==> src/rtl/sobel_edge_detector_pkg.sv <==
// Shared constants for the Sobel edge stage: matrix field positions and derived datapath widths.
package sobel_edge_detector_pkg;

   // Field index within the 8-pixel matrix word; field i occupies bits [i*depth +: depth]
   localparam int unsigned MATRIX_TL = 7;
   localparam int unsigned MATRIX_T  = 6;
   localparam int unsigned MATRIX_TR = 5;
   localparam int unsigned MATRIX_ML = 4;
   localparam int unsigned MATRIX_MR = 3;
   localparam int unsigned MATRIX_BL = 2;
   localparam int unsigned MATRIX_B  = 1;
   localparam int unsigned MATRIX_BR = 0;

   localparam int unsigned SUM_EXTRA_BITS = 2;
   localparam int unsigned MAG_EXTRA_BITS = 3;

   function automatic int unsigned sum_bits(input int unsigned depth);
      return depth + SUM_EXTRA_BITS;
   endfunction

   function automatic int unsigned mag_bits(input int unsigned depth);
      return depth + MAG_EXTRA_BITS;
   endfunction

endpackage

==> src/rtl/sobel_magnitude3.sv <==
// Three-stage |Gx|+|Gy| datapath: weighted sums, absolute differences, magnitude.
module sobel_magnitude3
   import sobel_edge_detector_pkg::*;
#(
   parameter int unsigned DEPTH    = 8,
   parameter int unsigned COL_BITS = 10,
   parameter int unsigned ROW_BITS = 9
) (
   input  logic                       clk,
   input  logic                       reset,
   input  logic [COL_BITS-1:0]        column,
   input  logic [ROW_BITS-1:0]        row,
   input  logic [8*DEPTH-1:0]         matrix,
   input  logic                       valid,
   output logic [COL_BITS-1:0]        mag_column,
   output logic [ROW_BITS-1:0]        mag_row,
   output logic [mag_bits(DEPTH)-1:0] mag,
   output logic                       mag_valid
);

   localparam int unsigned SUM_BITS = sum_bits(DEPTH);
   localparam int unsigned MAG_BITS = mag_bits(DEPTH);

   logic [DEPTH-1:0] tl, t, tr, ml, mr, bl, b, br;

   assign tl = matrix[MATRIX_TL*DEPTH +: DEPTH];
   assign t  = matrix[MATRIX_T*DEPTH  +: DEPTH];
   assign tr = matrix[MATRIX_TR*DEPTH +: DEPTH];
   assign ml = matrix[MATRIX_ML*DEPTH +: DEPTH];
   assign mr = matrix[MATRIX_MR*DEPTH +: DEPTH];
   assign bl = matrix[MATRIX_BL*DEPTH +: DEPTH];
   assign b  = matrix[MATRIX_B*DEPTH  +: DEPTH];
   assign br = matrix[MATRIX_BR*DEPTH +: DEPTH];

   logic                s1_valid, s2_valid;
   logic [COL_BITS-1:0] s1_column, s2_column;
   logic [ROW_BITS-1:0] s1_row, s2_row;
   logic [SUM_BITS-1:0] xp, xn, yp, yn;
   logic [SUM_BITS-1:0] ax, ay;

   // Positive and negative kernel halves kept unsigned; the sign is resolved in stage 2
   always_ff @(posedge clk) begin
      if (reset) begin
         s1_valid   <= 1'b0;
         s1_column  <= '0;
         s1_row     <= '0;
         xp         <= '0;
         xn         <= '0;
         yp         <= '0;
         yn         <= '0;
         s2_valid   <= 1'b0;
         s2_column  <= '0;
         s2_row     <= '0;
         ax         <= '0;
         ay         <= '0;
         mag_valid  <= 1'b0;
         mag_column <= '0;
         mag_row    <= '0;
         mag        <= '0;
      end else begin
         s1_valid   <= valid;
         s1_column  <= column;
         s1_row     <= row;
         xp         <= SUM_BITS'(tr) + SUM_BITS'({mr, 1'b0}) + SUM_BITS'(br);
         xn         <= SUM_BITS'(tl) + SUM_BITS'({ml, 1'b0}) + SUM_BITS'(bl);
         yp         <= SUM_BITS'(bl) + SUM_BITS'({b, 1'b0}) + SUM_BITS'(br);
         yn         <= SUM_BITS'(tl) + SUM_BITS'({t, 1'b0}) + SUM_BITS'(tr);

         s2_valid   <= s1_valid;
         s2_column  <= s1_column;
         s2_row     <= s1_row;
         ax         <= (xp >= xn) ? (xp - xn) : (xn - xp);
         ay         <= (yp >= yn) ? (yp - yn) : (yn - yp);

         mag_valid  <= s2_valid;
         mag_column <= s2_column;
         mag_row    <= s2_row;
         mag        <= MAG_BITS'(ax) + MAG_BITS'(ay);
      end
   end

endmodule

==> src/rtl/sobel_edge_detector.sv <==
// Sobel edge stage: saturates and thresholds the gradient magnitude and keeps per-frame edge counts.
module sobel_edge_detector
   import sobel_edge_detector_pkg::*;
#(
   parameter int unsigned P_FRAME_COLUMNS     = 640,
   parameter int unsigned P_FRAME_ROWS        = 480,
   parameter int unsigned P_SUBPIXEL_DEPTH    = 8,
   parameter int unsigned P_THRESHOLD         = 64,
   parameter int unsigned P_BINARY_OUTPUT     = 0,
   parameter int unsigned P_LAST_COLUMN       = P_FRAME_COLUMNS - 1,
   parameter int unsigned P_LAST_ROW          = P_FRAME_ROWS - 1,
   parameter int unsigned P_FRAME_COLUMN_BITS = $clog2(P_FRAME_COLUMNS),
   parameter int unsigned P_FRAME_ROW_BITS    = $clog2(P_FRAME_ROWS),
   parameter int unsigned P_COUNT_BITS        = $clog2(P_FRAME_COLUMNS * P_FRAME_ROWS + 1)
) (
   input  logic                           I_CLK,
   input  logic                           I_RESET,
   input  logic [P_FRAME_COLUMN_BITS-1:0] I_PIXEL_COLUMN,
   input  logic [P_FRAME_ROW_BITS-1:0]    I_PIXEL_ROW,
   input  logic [8*P_SUBPIXEL_DEPTH-1:0]  I_PIXEL_MATRIX,
   input  logic                           I_PIXEL_MATRIX_READY,
   output logic [P_FRAME_COLUMN_BITS-1:0] O_PIXEL_COLUMN,
   output logic [P_FRAME_ROW_BITS-1:0]    O_PIXEL_ROW,
   output logic [P_SUBPIXEL_DEPTH-1:0]    O_PIXEL,
   output logic                           O_EDGE,
   output logic                           O_PIXEL_READY,
   output logic                           O_FRAME_DONE,
   output logic [P_COUNT_BITS-1:0]        O_FRAME_EDGE_COUNT
);

   localparam int unsigned MAG_BITS = mag_bits(P_SUBPIXEL_DEPTH);

   logic [MAG_BITS-1:0]            mag;
   logic                           mag_valid;
   logic [P_FRAME_COLUMN_BITS-1:0] mag_column;
   logic [P_FRAME_ROW_BITS-1:0]    mag_row;

   sobel_magnitude3 #(
      .DEPTH    (P_SUBPIXEL_DEPTH),
      .COL_BITS (P_FRAME_COLUMN_BITS),
      .ROW_BITS (P_FRAME_ROW_BITS)
   ) u_magnitude (
      .clk        (I_CLK),
      .reset      (I_RESET),
      .column     (I_PIXEL_COLUMN),
      .row        (I_PIXEL_ROW),
      .matrix     (I_PIXEL_MATRIX),
      .valid      (I_PIXEL_MATRIX_READY),
      .mag_column (mag_column),
      .mag_row    (mag_row),
      .mag        (mag),
      .mag_valid  (mag_valid)
   );

   logic [P_SUBPIXEL_DEPTH-1:0] sat_c;
   logic [P_SUBPIXEL_DEPTH-1:0] pixel_c;
   logic                        is_edge_c;
   logic                        last_c;
   logic [P_COUNT_BITS-1:0]     count;
   logic [P_COUNT_BITS-1:0]     count_next_c;

   // Saturation, threshold and the counter's saturating increment
   always_comb begin
      sat_c        = (|mag[MAG_BITS-1:P_SUBPIXEL_DEPTH]) ? '1 : mag[P_SUBPIXEL_DEPTH-1:0];
      is_edge_c    = MAG_BITS'(sat_c) >= MAG_BITS'(P_THRESHOLD);
      pixel_c      = sat_c;
      if (P_BINARY_OUTPUT != 0) begin
         pixel_c = is_edge_c ? '1 : '0;
      end
      last_c       = (mag_column == P_FRAME_COLUMN_BITS'(P_LAST_COLUMN)) &&
                     (mag_row == P_FRAME_ROW_BITS'(P_LAST_ROW));
      count_next_c = count;
      if (is_edge_c && (count != '1)) begin
         count_next_c = count + P_COUNT_BITS'(1);
      end
   end

   // Output registers hold between valid pixels; the frame clear wins over the increment
   always_ff @(posedge I_CLK) begin
      if (I_RESET) begin
         O_PIXEL_COLUMN     <= '0;
         O_PIXEL_ROW        <= '0;
         O_PIXEL            <= '0;
         O_EDGE             <= 1'b0;
         O_PIXEL_READY      <= 1'b0;
         O_FRAME_DONE       <= 1'b0;
         O_FRAME_EDGE_COUNT <= '0;
         count              <= '0;
      end else begin
         O_PIXEL_READY <= mag_valid;
         O_FRAME_DONE  <= mag_valid && last_c;
         if (mag_valid) begin
            O_PIXEL_COLUMN <= mag_column;
            O_PIXEL_ROW    <= mag_row;
            O_PIXEL        <= pixel_c;
            O_EDGE         <= is_edge_c;
            if (last_c) begin
               O_FRAME_EDGE_COUNT <= count_next_c;
               count              <= '0;
            end else begin
               count <= count_next_c;
            end
         end
      end
   end

endmodule

==> config.mk <==
export PLATFORM = sky130hd
export DESIGN_NAME = sobel_edge_detector
export DESIGN_NICKNAME = d
export VERILOG_FILES = /design/src/rtl/sobel_edge_detector_pkg.sv /design/src/rtl/sobel_magnitude3.sv /design/src/rtl/sobel_edge_detector.sv
export SDC_FILE = /design/constraint.sdc
export NUM_CORES = 1
export LEC_CHECK = 0
export ABC_AREA = 0
export BUFFER_PORTS_ARGS = -buffer_cell sky130_fd_sc_hd__buf_2
export CAP_MARGIN = 10
export CORE_AREA = 2 2 212 214
export CTS_CLUSTER_DIAMETER = 40
export DETAILED_ROUTE_END_ITERATION = 7
export DIE_AREA = 0 0 214 216
export MAX_ROUTING_LAYER = met4
export PLACE_DENSITY = 0.48
export SYNTH_ARGS = -nofsm -noshare
export SYNTH_HDL_FRONTEND = slang
export SYNTH_HIERARCHICAL = 1
export SYNTH_SLANG_ARGS = --single-unit
==> constraint.sdc <==
create_clock -name I_CLK -period 3.1 [get_ports I_CLK]
set_input_delay 0.62 -clock I_CLK [delete_from_list [all_inputs] [get_ports I_CLK]]
set_output_delay 0.62 -clock I_CLK [all_outputs]
set_load 0.05 [all_outputs]
Word level (Yosys, flattened, before mapping) --
Cells that the tools add are included.
Operators by class: $add $sub $neg 14, bitwise gates (word level) 0, multiplexer cells 5, reductions and logical operators 5, divide/modulo/power cells 0, $mul 0, $lt $le $gt $ge 3, shift-type cells 0, equal/unequal tests 3
Operators by type and width (count):
- 10-bit by 8-bit adder with 10-bit output | 4
- 8-bit by 9-bit adder with 10-bit output | 4
- 10-bit subtractor | 4
- 19-bit 2-to-1 mux | 2
- 10-bit greater-or-equal comparator | 2
- 10-bit 2-to-1 mux | 2
- 19-bit by 1-bit adder with 19-bit output, second input constant | 1
- 19-bit != test, second input constant | 1
- 10-bit by 10-bit adder with 11-bit output | 1
- 10-bit == test, second input constant | 1
- 9-bit == test, second input constant | 1
- 8-bit by 7-bit greater-or-equal comparator with 1-bit output, second input constant | 1
- 8-bit 2-to-1 mux | 1
- 1-bit logical AND | 3
- 3-bit OR reduction | 1
- 2-bit AND reduction | 1
Storage, ports and cells: output and inout port bits 49, memories 0, input bits 86, ROM bits 0, register bits after elaboration 199, logic and storage cells 54, memory bits (writable) 0, latch bits 0

Logic depth before layout (Yosys ltp) --
Gate-level depths: netlist of run 1.
word-level depth 6, depth in mapped cells 12, gate-level depth less buffers 12

Cells and area by module --
The synthesis of run 1 kept the hierarchy.
By module, submodules not included:
- sobel_magnitude3 | cells an instance 797, area each 7657.3 µm², sequential area each 2622.5 µm², instances 1
- sobel_edge_detector | cells an instance 356, area each 3234.4 µm², sequential area each 1361.3 µm², instances 1

Worst setup path after synthesis of run 1 --
OpenSTA, ideal clock, no wires.
path kind input to register, start point input port I_PIXEL_MATRIX[1], end point register u_magnitude.xp[8], setup slack 0.267 ns, required time 2.979 ns, buffers on the path 0, library setup time 0.121 ns, stages on the path 10, arrival 2.712 ns, cells stage by stage inv_1 -> fa_1 -> inv_1 -> ha_1 -> a21o_1 -> a21oi_1 -> o21bai_1 -> a2111oi_0 -> or3_1 -> mux2_2
On the way: cells in the longest elaborated chain, start to end 1
RTL lines:
- start, declared | line sobel_edge_detector.sv:20 | input logic [8*P_SUBPIXEL_DEPTH-1:0] I_PIXEL_MATRIX,
- 10-bit by 8-bit adder with 10-bit output | line sobel_magnitude3.sv:64 | xp <= SUM_BITS'(tr) + SUM_BITS'({mr, 1'b0}) + SUM_BITS'(br);
- end signal, assigned | line sobel_magnitude3.sv:64
- end, declared | line sobel_magnitude3.sv:38 | logic [SUM_BITS-1:0] xp, xn, yp, yn;
No other way between the ends. A chain may end at the register's enable or synchronous reset.

Final worst setup path of run 1 --
start point register u_magnitude.xp[0], end point register u_magnitude.ax[9]
On the way: cells in the longest elaborated chain, start to end 2, elaborated cells between the ends (all ways) 4, those cells by class add/sub (2); order compare (1); mux (1)
RTL lines:
- 10-bit subtractor / 10-bit greater-or-equal comparator (equally long branches) | line sobel_magnitude3.sv:72 | ax <= (xp >= xn) ? (xp - xn) : (xn - xp);
- 10-bit 2-to-1 mux (*) | line sobel_magnitude3.sv:72
- end signal, assigned | line sobel_magnitude3.sv:72
- end, declared | line sobel_magnitude3.sv:39 | logic [SUM_BITS-1:0] ax, ay;
Mark *: on every way between the ends. The rest lies on a longest branch, timed or not.

==> reports/metrics.yaml, run 1 <==
synthesis:
  synth_compound_area_share_pct: 14.7
  ys_ff_latch: 199
  ys_warn_count: 6
  ys_seq_area_share_pct: 36.6
  avgSynthCellArea_um2: 9.45
  synth_largest_area_cell: "dfxtp_1"
  synth_ff_type: "dfxtp_1"
  synth_edf_count: 0
  synthMuxAreaShare_pct: 3.40
  yosys.area_share.simple_pct: 20.9
  synth_area_leaders: "dfxtp_1, ha_1, fa_1"
  syn-num-nets: 1361
  synthXorXnorAreaFrac_pct: 2.98
  synth_adder_area_share_pct: 16.6
  synth_top_area_share_pct: 36.6
  synth_cells: 1153
  synth_top_family_by_area: "simple AND/OR/NAND/NOR gates"
  ys_types: 82
  synth_area_mm2: 0.0109
  synthArstFlopShare_pct: 0
setup_path:
  endpoint_kind: "flop"
  worstPathArrival_ps: 2990
  crit_required_ps: 3420
  rrSetupSlack_ps: 420
  critical_path_class: "flop to flop"
  start_kind: "flop"
  crit_fanout: 12
pwr:
  p_leak_nw: 5.38
  powerDensity_mw_per_mm2: 653
  ir_worst_vdd_uv: 397
floorplanning:
  ios: 135
  core-area_mm2: 0.0438
  num_rows: 77
  dieArea_mm2: 0.0462
  start_util_pct: 24.8
  die-height_um: 216
  fp.dieW_um: 214
sta:
  relSlewSlack_pct: 36.1
  tightest_slew_ps: 957
  fin_worst_skew_ps: 11.7
  hold_violations: 0
  layout_min_cycle_time_ps: 2680
  fmax_mhz: 374
  fin_crit_sh_pct: 86.3
  finalSetupViolations: 0
  drv_slew: 0
  rsz0062_at_grt: "false"
  totalNegativeSetupSlack_ps: 0
hold_path:
  hold_class: "input port to flop"
layout:
  diodes: 0
  layout-drive-gt1-share_pct: 16.6
  fill_cells: 4654
  ff_latch_area_mm2: 0.00399
  final_cells: 1875
  fin_util_pct: 29.2
  multiInputGateArea_mm2: 0.00637
  syn_to_final_growth_pct: 17.5
  final_nets: 1480
  design_area_mm2: 0.0128
clock_tree:
  clk_latency_ps: 440
  clk_pin_slew_ps: 70
  cts_hold_buf: 0
  clockRootBuffer: "clkbuf_16"
  post-cts-setup-buffers: 0
  cts_tree: "built"
  cts_resized: 0
  cts_sinks: 199
  clockBufferDepth: 2
  h-tree-depth: 4
  cts_made_buffers: 17
route:
  drt_iter0_drc: 437
  ant_nets: 0
  wl_per_cell_um: 13.6
  drc_errors: 0
  vias: 8115
  viasPerCell: 4.33
  routed_wl_mm: 25.5
  first_pass_iters: 4
placed_design:
  dp_cells: 1845
  port_buffers: 134
  gp_congestion: 0.878
  hpwl_mm: 19.9
  dpl_cell_area_mm2: 0.0122
flow_run:
  max-cap-violations: 0
global_routing:
  grt_max_degree: 144
  grt_pass1_wl_mm: 41.7
  grt_use_total_pct: 11.4
  grt_overflow_total: 0
  grt_pass1_vias: 8116
  antenna_found_initial: 0
outcome:
  status: "complete, no violations"
critical path, stage by stage, from the launching register on:
cell,delay (ps)
dfxtp_1,340
inv_1,50
ha_1,220
fa_1,430
nand3b_1,220
a311oi_2,380
a211oi_4,160
a2111oi_4,290
a31oi_1,80
mux2_1,380
final timing paths:
kind | startpoint | endpoint | depth (start not counted)
worst max-delay path | u_magnitude/xp[0]$_SDFF_PP0_ | u_magnitude/ax[9]$_SDFF_PP0_ | 9
worst min register to register | u_magnitude/s1_row[6]$_SDFF_PP0_ | u_magnitude/s2_row[6]$_SDFF_PP0_ | 1
worst max register to register | u_magnitude/xp[0]$_SDFF_PP0_ | u_magnitude/ax[9]$_SDFF_PP0_ | 9
worst min-delay path | I_PIXEL_ROW[1] | u_magnitude/s1_row[1]$_SDFF_PP0_ | 2
area by class of cell:
| cell class | instances | share of cell area [%] |
|---|---|---|
| clock buffer | 18 | 3.43 |
| multi-input combinational | 822 | 49.8 |
| sequential | 199 | 31.1 |
| clock inverter | 12 | 1.10 |
| timing repair buffer | 150 | 6.33 |
| tap | 592 | 5.79 |
| inverter | 82 | 2.41 |
where the power goes:
group / internal, mW / total, mW / switching [mW]
logic: 1.36 / 3.10 / 1.74
clock network: 1.22 / 2.21 / 0.998
registers: 2.87 / 3.04 / 0.174
total: 5.44 / 8.35 / 2.91
metal layers:
layer  up-vias  global-route usage [%]  wire (µm)
li1       4225                       -          -
met5         -                       -          0
met2       163                    17.9      11500
met3        26                    2.33        951
met1      3701                    14.9      12600
met4         0                    3.38        374
registers in the layout (all words and copies together) (netlist names), 8 cells and up:
register and flops:
u_magnitude/ax 10, count 19, O_PIXEL 8, u_magnitude/s2_row 9, O_FRAME_EDGE_COUNT 19, u_magnitude/s2_column 10
u_magnitude/s1_row 9, u_magnitude/yp 10, u_magnitude/xn 10, u_magnitude/mag_column 10, u_magnitude/s1_column 10, u_magnitude/mag 11
O_PIXEL_ROW 9, u_magnitude/yn 10, u_magnitude/xp 10, u_magnitude/ay 10, u_magnitude/mag_row 9, O_PIXEL_COLUMN 10
Yosys cell counts, types with 18 or more instances:
| cell type | instances |
|---|---|
| mux2i_1 | 28 |
| a21oi_1 | 46 |
| clkbuf_1 | 30 |
| xnor2_1 | 24 |
| nor3_1 | 43 |
| a211oi_1 | 18 |
| nand3_1 | 20 |
| inv_1 | 81 |
| nor2_1 | 122 |
| fa_1 | 37 |
| a21o_1 | 20 |
| dfxtp_1 | 199 |
| nand2_1 | 34 |
| o21ai_0 | 22 |
| ha_1 | 85 |
| nor2b_1 | 96 |
cells by family after synthesis:
logic type,Yosys count
AO/OA/AOI/OAI,218
adder cells (fa/ha/maj),122
multiplexers,36
AND/OR/NAND/NOR,409
XOR/XNOR,37
buffers and inverters,132
flip-flops,199
cells in the final DEF, fill, tap and decap left out, types with 34 or more instances in the layout:
cell type / instances
a21oi_1: 46
buf_2: 133
dfxtp_1: 198
fa_1: 37
ha_1: 85
inv_1: 81
nand2_1: 34
nor2_1: 122
nor2b_1: 96
nor3_1: 43
per-stage QoR:
step	hold WS (ps)	power, mW	worst slack, ps
after floorplan	414	5.45	267
after global placement	418	6.18	34.8
after detailed placement	420	6.20	-14.7
after CTS	358	8.47	421
after global routing	377	8.97	277
final	391	8.35	425
(Power assumes the default switching activity.)
==> inputs of run 2 (changes only) <==
ABC_AREA = 1   (was 0)
CORE_AREA = 2 2 214 216   (was 2 2 212 214)
DIE_AREA = 0 0 216 218   (was 0 0 214 216)
PLACE_DENSITY = 0.47   (was 0.48)
==> run 2 against run 1 <==
  * Design area increased by 1.2%
  * Final cell count up 18%
  * Highest routed layer unchanged
  * Critical path depth increased by 6
  * Utilization decreased by 0.34 points
  * First-iteration DRC count is 0.92% higher
  * Sequential cell count is the same
  * Critical path type is now input port to flop
  * Hold slack got worse by 36 ps
==> reports/metrics.yaml, run 2 <==
pwr:
  ir_worst_vdd_uv: 438
  power_switching_mw: 3.32
  power_frac_comb_pct: 37.3
  clockPowerShare_pct: 27.5
  swShare_pct: 39.0
  intPower_mw: 5.19
  powerDensity_mw_per_mm2: 657
  sequentialPowerShare_pct: 35.2
  p_leak_nw: 6.37
floorplanning:
  num_rows: 78
  core-area_mm2: 0.0449
  start_util_pct: 24.6
  fp.dieW_um: 216
  ios: 135
  dieArea_mm2: 0.0471
  die-height_um: 218
setup_path:
  cp_common_cell: "inv_1"
  worstPathArrival_ps: 2630
  cp_slowest_cell: "fa_1"
  path_cells: "buf_2, inv_1, fa_1, inv_1, ha_1, inv_1, fa_1, inv_1, nand3_1, nand2_1, a21oi_1, o21bai_1, nand2_1, nand2_1, nor2_1"
  critical_path_class: "input port to flop"
  crit_fanout: 3
  crit_required_ps: 3460
  start_kind: "input port"
  endpoint_kind: "flop"
  worst_path_largest_cell_delay_ps: 410
global_routing:
  antenna_found_initial: 1
  grt_max_degree: 118
  grt_pass1_wl_mm: 45.6
  grt_pass1_vias: 9089
  grt_overflow_total: 0
  grt_use_total_pct: 12.4
placed_design:
  port_buffers: 134
  hpwl_mm: 21.8
  gp_congestion: 0.913
route:
  drc_errors: 0
  vias: 9074
  wl_per_cell_um: 12.5
  first_pass_iters: 5
  routed_wl_mm: 27.5
  drt_iter0_drc: 441
  ant_nets: 0
  viasPerCell: 4.10
sta:
  fmax_mhz: 441
  hold_violations: 0
  tightest_slew_ps: 693
  fin_crit_sh_pct: 73.2
  rsz0062_at_grt: "false"
  totalNegativeSetupSlack_ps: 0
  drv_slew: 0
  fin_worst_skew_ps: 14.5
  finalSetupViolations: 0
  relSlewSlack_pct: 53.7
  layout_min_cycle_time_ps: 2270
clock_tree:
  cts_made_buffers: 17
  clockBufferDepth: 2
  clockRootBuffer: "clkbuf_16"
  cts_tree: "built"
  cts_hold_buf: 0
  h-tree-depth: 4
  clk_pin_slew_ps: 80
  clk_latency_ps: 460
  cts_sinks: 199
  cts_resized: 0
  post-cts-setup-buffers: 0
outcome:
  status: "complete, no violations"
synthesis:
  yosysMostFrequentCell: "nand2_1"
  synth_edf_count: 0
  synth_top_area_share_pct: 36.1
  synthArstFlopShare_pct: 0
  synth_area_leaders: "dfxtp_1, nand2_1, ha_1"
  synth_cells: 1481
  synth_largest_area_cell: "dfxtp_1"
  synth_ff_type: "dfxtp_1"
  synthTopCellsByCount: "nand2_1, inv_1, dfxtp_1, nor2_1, a21oi_1"
  ys_seq_area_share_pct: 36.1
  ys_types: 43
  ys_warn_count: 6
  syn-num-nets: 1689
  avgSynthCellArea_um2: 7.45
  synth_area_mm2: 0.0110
  ys_ff_latch: 199
layout:
  final_cell_mix: "nand2_1, inv_1, dfxtp_1"
  final_nets: 1806
  fill_cells: 4940
  reg_top3: "O_FRAME_EDGE_COUNT x19, count x19, u_magnitude/mag x11"
  final_common_cell: "nand2_1"
  fin_util_pct: 28.8
  layout-drive-gt1-share_pct: 13.2
  syn_to_final_growth_pct: 17.4
hold_path:
  hold_class: "input port to flop"
flow_run:
  max-cap-violations: 0
[run 2: path summary, 6_finish.rpt]
kind / start / endpoint / slack (ps) / cells past startpoint
setup / recovery: I_PIXEL_MATRIX[1] / u_magnitude/yp[7]$_SDFF_PP0_ / 830 / 15
hold / removal: I_PIXEL_COLUMN[5] / u_magnitude/s1_column[5]$_SDFF_PP0_ / 350 / 3
setup reg to reg: count[0]$_SDFFE_PP0P_ / O_FRAME_EDGE_COUNT[13]$_SDFFE_PP0P_ / 930 / 11
hold reg to reg: u_magnitude/s2_row[5]$_SDFF_PP0_ / u_magnitude/mag_row[5]$_SDFF_PP0_ / 400 / 2
[run 2: routing by layer]
| layer | wire, µm | up-vias | GRT usage, % |
|---|---|---|---|
| li1 | - | 4842 | - |
| met1 | 13700 | 4072 | 15.4 |
| met2 | 12600 | 142 | 20.5 |
| met3 | 969 | 18 | 2.52 |
| met4 | 301 | 0 | 3.52 |
| met5 | 0 | - | - |
[run 2: stage by stage]
stage          cell area, µm²  cells  power [mW]  hold slack, ps  setup WS (ps)
2_1_floorplan           11000   1481        5.49             388            650
3_3_place_gp            12300   2178        6.23             398            405
3_5_place_dp            12300   2179        6.25             392            367
4_1_cts                 12900   2210        8.64             331            855
5_1_grt                 12900   2211        9.21             351            675
6_report                12900   2211        8.51             355            831
[run 2: kinds of logic (layout without fill, tap and decap cells)]
| kind of cell | Yosys count | count (layout) | synth area share, % |
|---|---|---|---|
| and+or+nand+nor | 617 | 617 | 23.7 |
| AOI/OAI and AO/OA | 229 | 229 | 11.4 |
| buffers and inverters | 284 | 413 | 10.1 |
| DFF | 199 | 199 | 36.1 |
| other | 0 | 1 | 0 |
| adders and majority gates | 122 | 122 | 16.4 |
| xor gates and xnor gates | 30 | 30 | 2.38 |
[run 2: final cells by class]
type	instances	area, µm²	share of cell area (%)
Tap cell	600	751	5.80
Clock buffer	18	429	3.31
Inverter	240	906	7.00
Antenna cell	1	2.50	0.0193
Clock inverter	13	183	1.41
Multi-Input combinational cell	998	5940	45.8
Sequential cell	199	3980	30.8
Timing Repair Buffer	142	758	5.86
[run 2: critical path, delay by kind of cell]
kind	cells	cell delay, ps
AO/OA/AOI/OAI	2	240
adder cells (fa/ha/maj)	3	930
buffers and inverters	5	450
AND/OR/NAND/NOR	5	370
[run 2: power groups by stage]
stage	clock, mW	combinational [mW]	sequential (mW)
2_1_floorplan	0	2.45	3.05
3_3_place_gp	0	3.17	3.07
3_5_place_dp	0	3.18	3.07
4_1_cts	2.43	3.20	3.01
5_1_grt	2.52	3.65	3.03
6_report	2.34	3.17	3.00
